`src/rtl/board_loader.sv`:
```
// board_loader: serial-in Game of Life board loader, one row write per WIDTH accepted bits.
// Optional macro LOAD_PARITY_EN adds a per-row even-parity bit and a sticky err flag.
module board_loader #(
    parameter int WIDTH   = 8,
    parameter int REGBITS = 3
) (
    input  logic               ph1,
    input  logic               reset,
    input  logic               start,
    input  logic               sin,
    input  logic               sin_valid,
    output logic               sin_ready,
    output logic               we,
    output logic [REGBITS-1:0] waddr,
    output logic [WIDTH-1:0]   wd,
    output logic               busy,
    output logic               done,
    output logic               err
);

    localparam int CBITS = (WIDTH > 1) ? $clog2(WIDTH) : 1;
    localparam logic [CBITS-1:0]   LAST_BIT = CBITS'(WIDTH - 1);
    localparam logic [REGBITS-1:0] LAST_ROW = '1;

    typedef enum logic [2:0] {
        IDLE,
        SHIFT,
        PAR,
        WRITE,
        DONE
    } state_t;

    state_t             state;
    logic [REGBITS-1:0] row;
    logic [CBITS-1:0]   bitcnt;
    logic [WIDTH-1:0]   shreg;
    logic [WIDTH-1:0]   shnext;
    logic               take;

    assign take   = sin_valid & sin_ready;
    assign shnext = {shreg[WIDTH-2:0], sin};

`ifdef LOAD_PARITY_EN
    logic perr;
    assign err = perr;
`else
    assign err = 1'b0;
`endif

    always_ff @(posedge ph1) begin
        if (reset) begin
            state     <= IDLE;
            row       <= '0;
            bitcnt    <= '0;
            shreg     <= '0;
            sin_ready <= 1'b0;
            we        <= 1'b0;
            waddr     <= '0;
            wd        <= '0;
            busy      <= 1'b0;
            done      <= 1'b0;
`ifdef LOAD_PARITY_EN
            perr      <= 1'b0;
`endif
        end else begin
            we   <= 1'b0;
            done <= 1'b0;
            unique case (state)
                IDLE: begin
                    if (start) begin
                        state     <= SHIFT;
                        sin_ready <= 1'b1;
                        busy      <= 1'b1;
                        row       <= '0;
                        bitcnt    <= '0;
`ifdef LOAD_PARITY_EN
                        perr      <= 1'b0;
`endif
                    end
                end
                SHIFT: begin
                    if (take) begin
                        shreg <= shnext;
                        if (bitcnt == LAST_BIT) begin
                            bitcnt <= '0;
`ifdef LOAD_PARITY_EN
                            state  <= PAR;
`else
                            state     <= WRITE;
                            sin_ready <= 1'b0;
                            we        <= 1'b1;
                            waddr     <= row;
                            wd        <= shnext;
`endif
                        end else begin
                            bitcnt <= bitcnt + 1'b1;
                        end
                    end
                end
                PAR: begin
`ifdef LOAD_PARITY_EN
                    // even parity over the row bits plus the parity bit
                    if (take) begin
                        if (^{shreg, sin}) perr <= 1'b1;
                        state     <= WRITE;
                        sin_ready <= 1'b0;
                        we        <= 1'b1;
                        waddr     <= row;
                        wd        <= shreg;
                    end
`else
                    state <= IDLE;
`endif
                end
                WRITE: begin
                    if (row == LAST_ROW) begin
                        state <= DONE;
                        done  <= 1'b1;
                    end else begin
                        row       <= row + 1'b1;
                        state     <= SHIFT;
                        sin_ready <= 1'b1;
                    end
                end
                DONE: begin
                    state <= IDLE;
                    busy  <= 1'b0;
                end
                default: state <= IDLE;
            endcase
        end
    end

endmodule

```
`config.mk`:
```
export PLATFORM = sky130hd
export DESIGN_NAME = board_loader
export DESIGN_NICKNAME = d
export VERILOG_FILES = /design/src/rtl/board_loader.sv
export SDC_FILE = /design/constraint.sdc
export NUM_CORES = 1
export LEC_CHECK = 0
export BUFFER_PORTS_ARGS = -buffer_cell sky130_fd_sc_hd__buf_4
export CAP_MARGIN = 20
export CORE_ASPECT_RATIO = 0.7
export CORE_MARGIN = 2
export CORE_UTILIZATION = 58
export DETAILED_ROUTE_END_ITERATION = 8
export HOLD_SLACK_MARGIN = 0.06
export PLACE_DENSITY_LB_ADDON = 0.3
export SLEW_MARGIN = 20
export SYNTH_ARGS = -nofsm -noshare
export SYNTH_HDL_FRONTEND = slang
export SYNTH_SLANG_ARGS = --single-unit
```
`constraint.sdc`:
```
create_clock -name ph1 -period 2.55 [get_ports ph1]
set_clock_uncertainty 0.15 [all_clocks]
set_input_delay 0.1275 -clock ph1 [delete_from_list [all_inputs] [get_ports ph1]]
set_output_delay 0.1275 -clock ph1 [all_outputs]
set_load 0.03 [all_outputs]
```
After elaboration in Yosys (flattened, before gate mapping)
Index checks and enable logic that the tools add are counted.
Widths: inputs -> output; s select.
{"block": "op_classes", "bitwise": 4, "n_eq_ne": 9, "addsub": 2, "n_mux": 19, "n_reduce_logical": 14}
{"operator": "$mux 3", "count": 8}
{"operator": "$pmux 3 s2", "count": 2}
{"operator": "$reduce_and 3->1", "count": 4}
{"operator": "$eq 3x3->1 const B", "count": 3}
{"operator": "$pmux 3 s3", "count": 1}
{"operator": "$ne 2x2->1 const B", "count": 4}
{"operator": "$add 3x1->3 const B", "count": 2}
{"operator": "$mux 1", "count": 6}
{"operator": "$reduce_bool 2->1", "count": 3}
{"operator": "$reduce_and 5->1", "count": 1}
{"operator": "$reduce_and 2->1", "count": 2}
{"operator": "$eq 3x1->1 const B", "count": 1}
{"operator": "$eq 3x2->1 const B", "count": 1}
{"operator": "$logic_not 3->1", "count": 1}
{"operator": "$not 1->1", "count": 3}
{"operator": "$pmux 1 s3", "count": 1}
{"operator": "$reduce_bool 3->1", "count": 1}
{"operator": "$reduce_or 3->1", "count": 1}
{"operator": "$pmux 1 s2", "count": 1}
{"operator": "$reduce_or 2->1", "count": 1}
{"operator": "$and 1x1->1", "count": 1}
{"block": "totals", "word_cells": 58, "regBits": 31, "output_inout_bits": 16, "in_bits": 5}

Longest topological paths before layout
{"block": "logic_depth", "word_depth": 4, "depth_mapped": 6, "ltp_nobuf": 6}

Worst setup path after synthesis
Ideal clock, no wire load.
{"block": "synth_path", "kind": "reg-to-reg", "startpoint": "register row[0]", "endpoint": "register row[0]", "required_ns": 2.279, "t_arrival_ns": 1.370, "path_buffers": 0, "setup_time_ns": 0.121, "period_less_slack_ns": 1.641, "stages_incl_launch_ff": 7, "slack_ns": 0.909, "path_cell_list": "dfxtp_1 -> ha_1 -> ha_1 -> nand3b_1 -> a21oi_2 -> nor2_1 -> mux2_4"}
{"block": "synth_via", "elab_chain_len": 3, "elab_cells_between_ends": 6, "cone_classes": "1 x add/sub; 2 x eq/ne; 2 x mux; 1 x reduce/logical"}
{"element": "start: declaration", "line_no": "34", "text": "logic [REGBITS-1:0] row;"}
{"element": "start signal: assignment", "line_no": "120", "text": "row <= row + 1'b1;"}
{"element": "$add 3x1->3 / $eq 3x3->1 (equally long branches)", "line_no": "120, 116"}
{"element": "$mux 3 / $ne 2x2->1 (equally long branches)"}
{"element": "$pmux 3 s2 / $reduce_and 3->1 (equally long branches)"}
Several ways; a longest one is shown, not always the timed one. The select of a mux whose other input is x is not followed.
A chain may end at the register's enable or synchronous reset.

Worst setup path after layout
{"block": "layout_path", "startpoint": "register state[0]", "endpoint": "register wd[0]"}
{"block": "layout_via", "elab_chain_len": 2}
{"element": "start: declaration", "line_no": "33", "text": "state_t state;"}
{"element": "start signal: assignment", "line_no": "52", "text": "state <= IDLE;"}
{"element": "start signal: assignment", "line_no": "71", "text": "state <= SHIFT;"}
{"element": "start signal: assignment", "line_no": "89", "text": "state <= WRITE;"}
{"element": "$eq 3x1->1", "line_no": "68", "text": "unique case (state)"}
{"element": "$reduce_and 3->1 (no line)"}
{"element": "end signal: assignment", "line_no": "93", "text": "wd <= shnext;"}
{"element": "end: declaration", "line_no": "15", "text": "output logic [WIDTH-1:0] wd,"}
No other way between the ends.

==> results.sh <==
export IMPL_ys_seq_elements=31
export IMPL_nets=173
export IMPL_grt_pass1_wl_mm=4.51
export IMPL_cts_max_level=2
export IMPL_place_area_um2=1480
export IMPL_cap_violations=0
export IMPL_wl_met3_um=168
export IMPL_final_hold_viol_count=0
export IMPL_stdcell_area_um2=1620
export IMPL_reg2reg_slack_ns=0.24
export IMPL_postSynth_asyncResetShare_pct=0
export IMPL_yosysSeqAreaShare_pct=46.0
export IMPL_start_util_pct=62.1
export IMPL_post_place_ws_ns=0.523
export IMPL_syn_nets=147
export IMPL_fin_util_pct=74.5
export IMPL_ios=21
export IMPL_multi_input_area_um2=647
export IMPL_yosysMostFrequentCell="dfxtp_1"
export IMPL_hpwl_mm=1.83
export IMPL_cp_slowest_cell="dlygate4sd3_1"
export IMPL_max_stage_delay_ns=0.56
export IMPL_worstHoldPathType="flip-flop to flip-flop"
export IMPL_ant_nets=0
export IMPL_via_per_inst=5.44
export IMPL_seq_area_um2=621
export IMPL_syn_area_um2=1350
export IMPL_num_fill_cells=177
export IMPL_drt_iter0_drc=36
export IMPL_n_antenna_cell=0
export IMPL_ys_flop_type="dfxtp_1"
export IMPL_routed_wl_mm=2.73
export IMPL_grt_overflow_total=0
export IMPL_powerDensity_nw_per_um2=542
export IMPL_fin_ws_ns=0.238
export IMPL_max_freq_mhz=433
export IMPL_area_growth_pct=19.9
export IMPL_num_rows=14
export IMPL_rsz0062_at_grt="false"
export IMPL_yosys_area_top_type_share_pct=46.0
export IMPL_wl_met2_mm=1.28
export IMPL_wl_per_cell_um=13.9
export IMPL_wl_met1_mm=1.24
export IMPL_vdd_drop_max_mv=0.534
export IMPL_synth_area_top_cells="dfxtp_1 46%, nand3_2 6.7%, a21oi_2 6.5%"
export IMPL_cts_sinks=31
export IMPL_die_h_um=44.3
export IMPL_path_cells="nor3b_2 > and3_1 > buf_4 > nand3_2 > a21oi_2 > dlygate4sd3_1"
export IMPL_syn_avg_cell_area_um2=9.77
export IMPL_first_global_vias=1009
export IMPL_grt_start_max_net_pins=26
export IMPL_fin_tns_setup_ns=0
export IMPL_cts_resized=0
export IMPL_required_ns=2.67
export IMPL_outcome="completed"
export IMPL_ys_top_cells_by_count="31 x dfxtp_1, 15 x nand2_1, 15 x nor2_1, 10 x a21oi_2, 9 x nand3_2"
export IMPL_dr_total_vias=1072
export IMPL_root_buffer="clkbuf_4"
export IMPL_p_leak_nw=0.622
export IMPL_highest_layer="met4"
export IMPL_synth_enable_flop_cells=0
export IMPL_track_usage_pct=23.4
export IMPL_finalCritPeriodShare_pct=90.7
export IMPL_critical_path_max_fanout=18
export IMPL_dr_pass1_iters=4
export IMPL_clock_path_buffers=2
export IMPL_ys_types=33
export IMPL_portBuffers=19
export IMPL_cts_buffers=5
export IMPL_instances_no_fill=197
export IMPL_core_um2=2170
export IMPL_insertion_delay_ns=0.33
export IMPL_slew_viol_final=0
export IMPL_dieArea_um2=2730
export IMPL_die_x_um=61.6
export IMPL_worstSetupStartpointType="flip-flop"
export IMPL_drive_gt1_share_pct=32.7
export IMPL_place_inst=181
export IMPL_final_setup_viol_count=0
export IMPL_worstPathArrival_ns=2.44
export IMPL_antenna_found_initial=0
export IMPL_tritoncts="done"
export IMPL_place_gp_congestion=0.758
export IMPL_cts_reportedPaths_clkPinSlew_ns=0.09
export IMPL_cp_end_kind="flip-flop"
export IMPL_yosysWarnings=0
export IMPL_route_detailed_drc=0
export IMPL_synth_area_leader_cell="dfxtp_1"
export IMPL_min_period_ns=2.31
export IMPL_critPathKind="flip-flop to flip-flop"
export IMPL_synthCells=138
[logic make-up (layout without fill, tap and decap cells)]
family                   count (synthesis)  in the layout  share of synthesized area [%]
AND/OR/NAND/NOR                         58             58                           24.5
buffers and inverters                   13             40                           6.03
multiplexers                             9              9                           7.05
other                                    1              1                          0.278
adder cells (fa/ha/maj)                  4              4                           3.71
flip-flops                              31             31                           46.0
AO/OA/AOI/OAI                           22             22                           12.4
[sequential cells by signal (all words and copies together) (netlist names)]
register,count
wd,8
sin_ready,1
busy,1
bitcnt,3
state,3
we,1
done,1
shreg,7
row,3
waddr,3
[final timing paths]
path,startpoint,end,depth (start not counted)
worst max-delay path,state[0]$_SDFFE_PP0P_,wd[0]$_SDFFE_PP0P_,6
worst min-delay path,shreg[6]$_SDFFE_PP0P_,wd[7]$_SDFFE_PP0P_,2
worst max register to register,state[0]$_SDFFE_PP0P_,wd[0]$_SDFFE_PP0P_,6
worst min register to register,shreg[6]$_SDFFE_PP0P_,wd[7]$_SDFFE_PP0P_,2
[through the flow]
step	power (mW)	hold slack [ns]
detailed placement	0.563	0.247
global placement	0.561	0.231
CTS	0.882	0.139
finish	0.877	0.311
global route	0.917	0.342
floorplan	0.552	0.108
[report_power, final]
| group | internal (mW) | leakage (nW) | switching (mW) | total (mW) |
|---|---|---|---|---|
| clock | 0.162 | 0.0386 | 0.158 | 0.320 |
| sequential | 0.489 | 0.251 | 0.00749 | 0.497 |
| combinational | 0.0262 | 0.332 | 0.0344 | 0.0606 |
| total | 0.677 | 0.622 | 0.200 | 0.877 |
[what timing repair did]
item	CTS	global route
endpoints found under the hold margin	21	1
hold buffers	4	1
buffers inserted	0	3
endpoints found under the setup margin	0	1
[cells in the final DEF (no fill, tap or decap), drive strengths merged, types with 4 or more instances in the layout]
| cell type | instances |
|---|---|
| dfxtp | 31 |
| buf | 24 |
| nand2 | 15 |
| nor2 | 15 |
| nand3 | 15 |
| a21oi | 14 |
| mux2i | 8 |
| clkbuf | 8 |
| dlygate4sd3 | 5 |
| ha | 4 |
[worst max-delay path, delay by kind of cell (launching register included)]
family / cells / cell delay, ns
buffers and inverters: 2 / 0.84
DFF: 1 / 0.55
and+or+nand+nor: 3 / 0.59
AOI/OAI and AO/OA: 1 / 0.12
[layer usage]
metal	vias to the layer above	GRT usage (%)
met5	-	0
met4	0	8.94
met3	4	10.5
met2	32	34.7
met1	509	30.0
li1	527	-
[final cells by class]
type	instances	area share, %
tap	32	2.47
clock buffer	8	4.25
multi-input combinational	94	40.0
timing repair buffer	29	14.2
sequential	31	38.4
inverter	3	0.696
(Power assumes the default switching activity.)
